==> src/rtl/number_entry_pkg.sv <==
// number_entry_pkg: scan-code constants, digit decode table and FSM state type.
// Revision: 1.0
`default_nettype none

package number_entry_pkg;

  localparam logic [7:0] SC_BREAK = 8'hF0;
  localparam logic [7:0] SC_EXT   = 8'hE0;
  localparam logic [7:0] SC_ENTER = 8'h5A;
  localparam logic [7:0] SC_BKSP  = 8'h66;
  localparam logic [7:0] SC_ESC   = 8'h76;

  // Top-row digit make codes (set 2).
  localparam logic [7:0] SC_D0 = 8'h45;
  localparam logic [7:0] SC_D1 = 8'h16;
  localparam logic [7:0] SC_D2 = 8'h1E;
  localparam logic [7:0] SC_D3 = 8'h26;
  localparam logic [7:0] SC_D4 = 8'h25;
  localparam logic [7:0] SC_D5 = 8'h2E;
  localparam logic [7:0] SC_D6 = 8'h36;
  localparam logic [7:0] SC_D7 = 8'h3D;
  localparam logic [7:0] SC_D8 = 8'h3E;
  localparam logic [7:0] SC_D9 = 8'h46;

  typedef enum logic [1:0] {
    ENTRY   = 2'd0,
    CONVERT = 2'd1,
    HOLD    = 2'd2
  } state_t;

  typedef struct packed {
    logic       valid;
    logic [3:0] value;
  } digit_t;

  function automatic digit_t decode_digit(input logic [7:0] code);
    digit_t d;
    d.valid = 1'b1;
    d.value = 4'd0;
    case (code)
      SC_D0:   d.value = 4'd0;
      SC_D1:   d.value = 4'd1;
      SC_D2:   d.value = 4'd2;
      SC_D3:   d.value = 4'd3;
      SC_D4:   d.value = 4'd4;
      SC_D5:   d.value = 4'd5;
      SC_D6:   d.value = 4'd6;
      SC_D7:   d.value = 4'd7;
      SC_D8:   d.value = 4'd8;
      SC_D9:   d.value = 4'd9;
      default: d.valid = 1'b0;
    endcase
    return d;
  endfunction

endpackage

`default_nettype wire

==> src/rtl/number_entry_ctrl_if.sv <==
// number_entry_ctrl_if: scan-byte input, operand handshake and entry status bundle.
// Revision: 1.0
`default_nettype none

interface number_entry_ctrl_if #(
  parameter int MAX_DIGITS = 4,
  parameter int NUM_W      = 16
);
  localparam int CNT_W = $clog2(MAX_DIGITS + 1);

  logic [7:0]              scan_code;
  logic                    scan_valid;
  logic                    num_ready;
  logic [NUM_W-1:0]        number;
  logic                    num_valid;
  logic [4*MAX_DIGITS-1:0] digits_bcd;
  logic [CNT_W-1:0]        digit_count;
  logic                    busy;
  logic                    overflow;

  modport master (
    output scan_code, scan_valid, num_ready,
    input  number, num_valid, digits_bcd, digit_count, busy, overflow
  );

  modport slave (
    input  scan_code, scan_valid, num_ready,
    output number, num_valid, digits_bcd, digit_count, busy, overflow
  );

endinterface

`default_nettype wire

==> src/rtl/ps2_key_event.sv <==
// ps2_key_event: folds F0/E0 prefixes into single-cycle key events.
// Revision: 1.0
`default_nettype none

module ps2_key_event
  import number_entry_pkg::*;
(
  input  logic       clk,
  input  logic       rst,
  input  logic [7:0] scan_code,
  input  logic       scan_valid,
  output logic       key_valid,
  output logic [7:0] key_code,
  output logic       key_ext,
  output logic       key_brk
);

  logic brk_pend;
  logic ext_pend;
  logic is_prefix;

  assign is_prefix = (scan_code == SC_BREAK) || (scan_code == SC_EXT);

  always_ff @(posedge clk or posedge rst) begin
    if (rst) begin
      brk_pend <= 1'b0;
      ext_pend <= 1'b0;
    end else if (scan_valid) begin
      if (scan_code == SC_BREAK) begin
        brk_pend <= 1'b1;
      end else if (scan_code == SC_EXT) begin
        ext_pend <= 1'b1;
      end else begin
        brk_pend <= 1'b0;
        ext_pend <= 1'b0;
      end
    end
  end

  // The event is emitted in the same cycle as its final byte; flags clear behind it.
  assign key_valid = scan_valid && !is_prefix;
  assign key_code  = scan_code;
  assign key_ext   = ext_pend;
  assign key_brk   = brk_pend;

endmodule

`default_nettype wire

==> src/rtl/number_entry_ctrl.sv <==
// number_entry_ctrl: buffers PS/2 digit keys as BCD and converts to binary on Enter.
// Revision: 1.0
`default_nettype none

module number_entry_ctrl
  import number_entry_pkg::*;
#(
  parameter int MAX_DIGITS = 4,
  parameter int NUM_W      = 16
) (
  input logic                CLOCK_50,
  input logic                reset,
  number_entry_ctrl_if.slave bus
);

  localparam int                DW      = 4 * MAX_DIGITS;
  localparam int                CNT_W   = $clog2(MAX_DIGITS + 1);
  localparam logic [CNT_W-1:0] MAX_CNT = CNT_W'(MAX_DIGITS);

  logic       key_valid;
  logic [7:0] key_code;
  logic       key_ext;
  logic       key_brk;

  state_t           state, state_nx;
  logic [DW-1:0]    digits, digits_nx;
  logic [CNT_W-1:0] count, count_nx;
  logic [CNT_W-1:0] idx, idx_nx;
  logic [NUM_W-1:0] acc, acc_nx;
  logic [NUM_W-1:0] number_q, number_nx;
  logic             num_valid_q, num_valid_nx;
  logic             overflow_q, overflow_nx;

  logic             make;
  digit_t           dig;
  logic             is_digit;
  logic             is_enter;
  logic             is_bksp;
  logic             is_esc;
  logic [DW-1:0]    sel;
  logic [3:0]       nibble;
  logic [NUM_W-1:0] acc_step;

  ps2_key_event u_key_event (
    .clk        (CLOCK_50),
    .rst        (reset),
    .scan_code  (bus.scan_code),
    .scan_valid (bus.scan_valid),
    .key_valid  (key_valid),
    .key_code   (key_code),
    .key_ext    (key_ext),
    .key_brk    (key_brk)
  );

  assign make     = key_valid && !key_brk;
  assign dig      = decode_digit(key_code);
  assign is_digit = make && !key_ext && dig.valid;
  assign is_enter = make && (key_code == SC_ENTER);
  assign is_bksp  = make && (key_code == SC_BKSP);
  assign is_esc   = make && (key_code == SC_ESC);

  // Horner step, most significant digit first; x10 as x8 + x2.
  assign sel      = digits >> {idx, 2'b00};
  assign nibble   = sel[3:0];
  assign acc_step = (acc << 3) + (acc << 1) + NUM_W'(nibble);

  always_comb begin
    state_nx     = state;
    digits_nx    = digits;
    count_nx     = count;
    idx_nx       = idx;
    acc_nx       = acc;
    number_nx    = number_q;
    num_valid_nx = num_valid_q;
    overflow_nx  = 1'b0;

    case (state)
      ENTRY: begin
        if (is_digit) begin
          if (count < MAX_CNT) begin
            digits_nx = (digits << 4) | DW'(dig.value);
            count_nx  = count + CNT_W'(1);
          end else begin
            overflow_nx = 1'b1;
          end
        end else if (is_bksp) begin
          if (count != '0) begin
            digits_nx = digits >> 4;
            count_nx  = count - CNT_W'(1);
          end
        end else if (is_esc) begin
          digits_nx = '0;
          count_nx  = '0;
        end else if (is_enter && (count != '0)) begin
          acc_nx   = '0;
          idx_nx   = count - CNT_W'(1);
          state_nx = CONVERT;
        end
      end

      CONVERT: begin
        acc_nx = acc_step;
        if (idx == '0) begin
          number_nx    = acc_step;
          num_valid_nx = 1'b1;
          state_nx     = HOLD;
        end else begin
          idx_nx = idx - CNT_W'(1);
        end
      end

      HOLD: begin
        if (bus.num_ready && num_valid_q) begin
          num_valid_nx = 1'b0;
          digits_nx    = '0;
          count_nx     = '0;
          state_nx     = ENTRY;
        end
      end

      default: begin
        state_nx = ENTRY;
      end
    endcase
  end

  always_ff @(posedge CLOCK_50 or posedge reset) begin
    if (reset) begin
      state       <= ENTRY;
      digits      <= '0;
      count       <= '0;
      idx         <= '0;
      acc         <= '0;
      number_q    <= '0;
      num_valid_q <= 1'b0;
      overflow_q  <= 1'b0;
    end else begin
      state       <= state_nx;
      digits      <= digits_nx;
      count       <= count_nx;
      idx         <= idx_nx;
      acc         <= acc_nx;
      number_q    <= number_nx;
      num_valid_q <= num_valid_nx;
      overflow_q  <= overflow_nx;
    end
  end

  assign bus.number      = number_q;
  assign bus.num_valid   = num_valid_q;
  assign bus.digits_bcd  = digits;
  assign bus.digit_count = count;
  assign bus.busy        = (state != ENTRY);
  assign bus.overflow    = overflow_q;

endmodule

`default_nettype wire

==> src/flat_wrapper.sv <==
// flat-port wrapper written by rule: the top's interface ports become plain ports
module number_entry_ctrl_flat import number_entry_pkg::*;
#(
  parameter int MAX_DIGITS = 4,
  parameter int NUM_W      = 16
)
  (CLOCK_50, reset, bus_scan_code, bus_scan_valid, bus_num_ready, bus_number, bus_num_valid, bus_digits_bcd, bus_digit_count, bus_busy, bus_overflow);
  number_entry_ctrl_if #(.MAX_DIGITS(MAX_DIGITS), .NUM_W(NUM_W)) bus_i ();
  input logic CLOCK_50;
  input logic reset;
  input wire logic [$bits(bus_i.scan_code)-1:0] bus_scan_code;
  input wire logic [$bits(bus_i.scan_valid)-1:0] bus_scan_valid;
  input wire logic [$bits(bus_i.num_ready)-1:0] bus_num_ready;
  output wire logic [$bits(bus_i.number)-1:0] bus_number;
  output wire logic [$bits(bus_i.num_valid)-1:0] bus_num_valid;
  output wire logic [$bits(bus_i.digits_bcd)-1:0] bus_digits_bcd;
  output wire logic [$bits(bus_i.digit_count)-1:0] bus_digit_count;
  output wire logic [$bits(bus_i.busy)-1:0] bus_busy;
  output wire logic [$bits(bus_i.overflow)-1:0] bus_overflow;
  assign bus_i.scan_code = bus_scan_code;
  assign bus_i.scan_valid = bus_scan_valid;
  assign bus_i.num_ready = bus_num_ready;
  assign bus_number = bus_i.number;
  assign bus_num_valid = bus_i.num_valid;
  assign bus_digits_bcd = bus_i.digits_bcd;
  assign bus_digit_count = bus_i.digit_count;
  assign bus_busy = bus_i.busy;
  assign bus_overflow = bus_i.overflow;
  number_entry_ctrl #(.MAX_DIGITS(MAX_DIGITS), .NUM_W(NUM_W)) u_core (.CLOCK_50(CLOCK_50), .reset(reset), .bus(bus_i));
endmodule
==> config.mk <==
export PLATFORM = sky130hd
export DESIGN_NAME = number_entry_ctrl_flat
export DESIGN_NICKNAME = d
export VERILOG_FILES = /design/src/rtl/number_entry_pkg.sv /design/src/rtl/number_entry_ctrl_if.sv /design/src/rtl/ps2_key_event.sv /design/src/rtl/number_entry_ctrl.sv /design/src/flat_wrapper.sv
export SDC_FILE = /design/constraint.sdc
export NUM_CORES = 1
export LEC_CHECK = 0
export CORE_MARGIN = 2
export CORE_UTILIZATION = 56
export CTS_CLUSTER_DIAMETER = 120
export DETAILED_ROUTE_END_ITERATION = 6
export PLACE_DENSITY_LB_ADDON = 0.1
export SYNTH_ARGS = -nofsm -noshare
export SYNTH_HDL_FRONTEND = slang
export SYNTH_SLANG_ARGS = --single-unit
==> constraint.sdc <==
create_clock -name CLOCK_50 -period 4.4 [get_ports CLOCK_50]
set_clock_uncertainty 0.15 [all_clocks]
set_input_delay 1.32 -clock CLOCK_50 [delete_from_list [all_inputs] [get_ports CLOCK_50]]
set_output_delay 1.32 -clock CLOCK_50 [all_outputs]
set_load 0.02 [all_outputs]
# After elaboration in Yosys (flattened, before gate mapping)
# Index checks and enable logic that the tools add are counted.
op_classes:
  n_addsub: 5
  order_cmp: 1
  shift: 1
  n_reduce_logical: 29
  mul: 0
  mux: 43
  n_div: 0
  bitwise: 2
  eq_ne: 28
ops:
  columns: ["op", "n"]
  rows:
  - ["two-way mux 16 bit", 6]
  - ["two-way mux 15 bit", 4]
  - ["== test 8 x 6 -> 1 bit (second input constant)", 6]
  - ["== test 8 x 7 -> 1 bit (second input constant)", 5]
  - ["one-hot mux 4 bit (9 select lines)", 1]
  - ["two-way mux 3 bit", 11]
  - ["one-hot mux 16 bit (2 select lines)", 1]
  - ["one-hot mux 15 bit (2 select lines)", 1]
  - ["adder 16 bit", 1]
  - ["adder 16 x 4 -> 16 bit", 1]
  - ["== test 8 x 5 -> 1 bit (second input constant)", 2]
  - ["== test 8 bit (second input constant)", 2]
  - ["bitwise OR 16 x 4 -> 16 bit", 1]
  - ["right shift 16 x 5 -> 4 bit", 1]
  - ["two-way mux 2 bit", 6]
  - ["one-hot mux 3 bit (2 select lines)", 2]
  - ["AND reduction 6 bit", 2]
  - ["inequality test 2 bit (second input constant)", 5]
  - ["AND reduction 5 bit", 2]
  - ["OR reduction 10 bit", 1]
  - ["logical AND 1 bit", 9]
  - ["two-way mux 1 bit", 9]
  - ["nonzero test 2 bit", 4]
  - ["inequality test 2 x 1 -> 1 bit (second input constant)", 3]
  - ["other kinds (18)", 23]
word_totals:
  ram_bits: 0
  mem_bits_ro: 0
  input_bits: 12
  out_inout_bits: 38
  wordCells: 119
  latch_bits: 0
  mem_count: 0
  regBits: 59

# Logic depth before layout (Yosys ltp)
# Gate-level depths: netlist (run 1).
depth:
  ltp_word: 12
  depth_mapped: 14

# Modules after synthesis
# From an unflattened synthesis (run 1), not the netlist that was laid out.
hier_totals:
  cells_unflattened: 362
  hier_area_um2: 3829.9
modules_own_cells:
  columns: ["module", "n_inst", "cells_each", "area_each_um2"]
  rows:
  - ["number_entry_ctrl", 1, 342, 3651.0]
  - ["ps2_key_event", 1, 20, 178.9]

# Worst setup path after synthesis (run 1)
# No wires, ideal clock.
synth_path:
  path_type: "reg-to-reg"
  start: "register u_core.idx[0]"
  end: "register u_core.acc[12]"
  required_ps: 4128
  stages_incl_launch_ff: 15
  n_path_buf: 1
  path_slack_ps: 744
  arrival_ps: 3384
  synth_period_minus_slack_ps: 3656
  path_cell_list: "dfrtp_1 -> clkbuf_1 -> mux4_2 -> nor2b_1 -> ha_1 -> ha_1 -> inv_1 -> fa_1 -> nor2b_4 -> o21ai_2 -> a21oi_2 -> o221a_1 -> o31a_1 -> or3_1 -> a32o_1"
synth_between:
  elab_chain_len: 3
synth_lines:
  columns: ["element", "line_no", "rtl"]
  rows:
  - ["from (decl)", "number_entry_ctrl.sv:28", "logic [CNT_W-1:0] idx, idx_nx;"]
  - ["from (signal assigned)", "number_entry_ctrl.sv:141", "idx <= idx_nx;"]
  - ["right shift 16 x 5 -> 4 bit", "number_entry_ctrl.sv:63", "assign sel = digits >> {idx, 2'b00};"]
  - ["adder 16 x 4 -> 16 bit", "number_entry_ctrl.sv:65", "assign acc_step = (acc << 3) + (acc << 1) + NUM_W'(nibble);"]
  - ["one-hot mux 15 bit (2 select lines)", "number_entry_ctrl.sv:77", "case (state)"]
  - ["to (signal assigned)", "number_entry_ctrl.sv:142", "acc <= acc_nx;"]
  - ["to (decl)", "number_entry_ctrl.sv:29", "logic [NUM_W-1:0] acc, acc_nx;"]
# Every way passes these cells.
# A chain may end at the register's enable or synchronous reset.

# Worst setup path in the final report (run 1)
# Ends and elaborated chain as after synthesis.

==> results of run 1 <==
## power breakdown
group / switching (mW) / internal [mW] / leakage (nW)
registers: 0.0911 / 0.647 / 0.788
clock network: 0.219 / 0.217 / 0.0928
logic: 0.522 / 0.367 / 1.28
total: 0.832 / 1.23 / 2.16
## worst max-delay path by stage
| stage | startpoint | end | slack [ps] | cells after the start |
|---|---|---|---|---|
| after floorplan | u_core.idx[0] | u_core.acc[12] | 740 | 14 |
| after global placement | bus_scan_code[1] | u_core.bus.digits_bcd[0] | 350 | 8 |
| after detailed placement | bus_scan_code[1] | u_core.bus.digits_bcd[0] | 250 | 8 |
| after CTS | u_core.idx[0] | u_core.acc[12] | 500 | 13 |
| after global routing | u_core.idx[0] | u_core.acc[12] | 340 | 13 |
| final | u_core.idx[0] | u_core.acc[12] | 520 | 13 |
## cell type report
class / count / area, µm² / share of cell area (%)
clock buffer: 11 / 141 / 3.06
clock inverter: 5 / 28.8 / 0.624
inverter: 22 / 82.6 / 1.79
multi-input combinational: 304 / 2240 / 48.6
sequential: 59 / 1480 / 32.0
tap: 96 / 120 / 2.60
timing repair buffer: 53 / 520 / 11.3
## per-layer routing
metal	vias up	global-route usage [%]
li1	1528	-
met2	85	41.9
met1	1530	30.2
met5	-	0
met3	11	5.37
met4	0	9.09
## kinds of logic (layout without fill, tap and decap cells)
family / after synthesis / in the layout / synth area share, %
buf+inv: 42 / 91 / 5.38
flops: 59 / 59 / 37.6
compound gates: 107 / 107 / 18.9
xor+xnor: 15 / 15 / 3.34
mux: 17 / 17 / 5.64
simple gates: 129 / 129 / 17.3
fa+ha+maj: 36 / 36 / 11.8
## critical path, cell delays in order, from the launching register on
cell	delay [ps]
dfrtp_1	540
mux4_2	560
nor2b_1	150
ha_1	270
ha_1	210
inv_1	70
fa_1	270
nor2b_4	60
o21ai_2	160
a21oi_2	90
o221a_1	280
o31a_1	320
or3_1	370
a32o_1	270
## cell usage after synthesis (all sizes together), types with 2 or more instances
master   number
nor3          7
o2111ai       3
nor2         13
nand2        60
nor2b        13
nand3         5
o31ai         2
xnor2         7
o21a          5
a211oi        2
mux2i        12
dfrtp        59
nand4         5
buf          13
o211ai        3
o31a          2
a21o          3
inv          22
nand2b        4
o21ai        47
fa            2
nor3b         2
ha           34
and2          5
xor2          8
and3b         2
a22o          8
nand4b        2
clkbuf        7
a31o          2
a21oi        12
a31oi         6
and4b         2
a22oi         2
mux4          4
## sequential cells by signal (all words and copies together) (netlist names)
name and cells:
u_core.u_key_event.key_ext 1, u_core.bus.digits_bcd 16, u_core.acc 15, u_core.bus.number 16, u_core.state 2, u_core.u_key_event.key_brk 1
u_core.bus.num_valid 1, u_core.bus.digit_count 3, u_core.bus.overflow 1, u_core.idx 3
## through the flow
stage	area (µm²)	std cells	hold WS [ps]	setup slack, ps	util, %
after floorplan	3930	405	304	744	-
after global placement	4440	534	312	349	65.4
after detailed placement	4440	534	319	249	65.4
after CTS	4610	550	334	497	67.9
after global routing	4610	550	350	337	67.9
final	4610	550	325	522	67.9
## placed cells by master, fill, tap and decap left out, types with 4 or more instances in the layout
cell              n
nand2_1          60
dfrtp_1          59
clkdlybuf4s50_1  49
o21ai_0          35
ha_1             34
inv_1            21
nor2b_1          12
nor2_1           12
mux2i_1          12
o21ai_2          11
a21oi_1          10
clkbuf_8         10
xor2_1            8
a22o_1            8
xnor2_1           7
a31oi_1           6
nor3_1            6
nand4_1           5
o21a_1            5
and2_1            5
nand3_1           5
mux4_2            4
clkinv_2          4
buf_4             4
==> run_results.csv, run 1 <==
group,metric,value,unit
timing,hold_viol,0,
power_and_ir_drop,p_leak,2.16,nW
timing,relSlewSlack,44.8,%
timing,period_needed,3880,ps
power_and_ir_drop,totalPowerFinal,2.06,mW
clocking,htree_levels,3,
die,core_area,6790,µm²
routing,drc,0,
clocking,cts_tree,"yes",
run,maxCapViolCount,0,
die,boundaryPins,50,
yosys,syn_area_per_cell,9.70,µm²
timing,rsz0062_at_grt,"false",
critical_path,endpoint_kind,"flip-flop",
clocking,cts_root_buf,"clkbuf_8",
timing,fmax,0.258,GHz
yosys,syn-cell-area,3930,µm²
global_routing,gr-total-overflow,0,
yosys,synth_flop_cell,"dfrtp_1",
yosys,synth_cell_types,66,
global_routing,grt_pass1_vias,3100,
clocking,cts_hold_buf,0,
placement,hpwlAfterDp,6250,µm
clocking,cts.sinks,59,
yosys,ys_ff_latch,59,
critical_path,start_kind,"flip-flop",
critical_path,r2r-start,"u_core.idx[0]",
timing,tns,0,ps
critical_path,critPathMaxFanout,6,
clocking,cts_resized,0,
worst_hold_path,hold_path.class,"reg2reg",
critical_path,crit_type,"reg2reg",
placement,port_buffers,49,
clocking,clk_latency,340,ps
routing,routedWlPerCell,15.8,µm
routing,vias,3154,
layout,n_fill_cell,560,
die,dieHeight,87.8,µm
yosys,synth-seq-area-share,37.6,%
global_routing,grt_pass1_wl,14700,µm
clocking,clock_path_buffers,2,
routing,wl_met3,350,µm
critical_path,r2r_cells,13,
timing,worstMarginPinSlew,826,ps
clocking,cts_setup_buffers,0,
worst_hold_path,holdPathEnd,"u_core.bus.number[9]",
worst_hold_path,hold_depth,2,
worst_hold_path,hold_path_startpoint,"u_core.bus.number[9]",
yosys,synthTopCellsByArea,"dfrtp_1 38%, ha_1 11%, nand2_1 5.7%",
placement,place.gp.congestion,0.858,
routing,wl,8710,µm
clocking,cts_buffers,9,
layout,area_growth,17.5,%
routing,avgViaCountPerCell,5.73,
routing,drtIter0Drc,134,
run_status,outcome,"finished, final reports clean",
yosys,postSynthCellCount,405,
critical_path,r2r_end,"u_core.acc[12]",
yosys,yosysWarnings,0,
power_and_ir_drop,power.density,447,nW/µm²
layout,final_nets,497,
routing,dr.max_layer_used,"met4",
routing,ant_nets,0,
die,rows,30,
die,start_util,57.8,%
global_routing,grt_max_degree,60,
clocking,path_clk_slew,70,ps
routing,firstDrtPassIters,4,
routing,wl_met1,3780,µm
global_routing,grtUsageTotal,24.5,%
power_and_ir_drop,ir_worst_vdd,0.185,mV
routing,wl_met2,4410,µm
critical_path,required,4480,ps
yosys,synth_enable_flop_cells,0,
yosys,syn_nets,453,
die,die_w,87.8,µm
timing,setup-violations-final,0,
yosys,synth_top_cell_by_area,"dfrtp_1",
timing,final_max_slew_viol_count,0,
critical_path,ff2ff_setup_slack,520,ps
layout,antenna_cells,0,
yosys,synthArstFlopShare,100,%
critical_path,worst_ep_arrival_time,3960,ps
timing,period_share,88.1,%
global_routing,antenna_found_initial,0,
layout,drive_gt1_share,10.8,%
yosys,synth.top_cell.area_share,37.6,%
die,die_area,7700,µm²
(Power assumes the default switching activity.)
==> inputs of run 2 (changes only) <==
- CAP_MARGIN: default -> 10
==> results of run 2 <==
No change in the layout: final DEF, timing and power equal those of run 1.
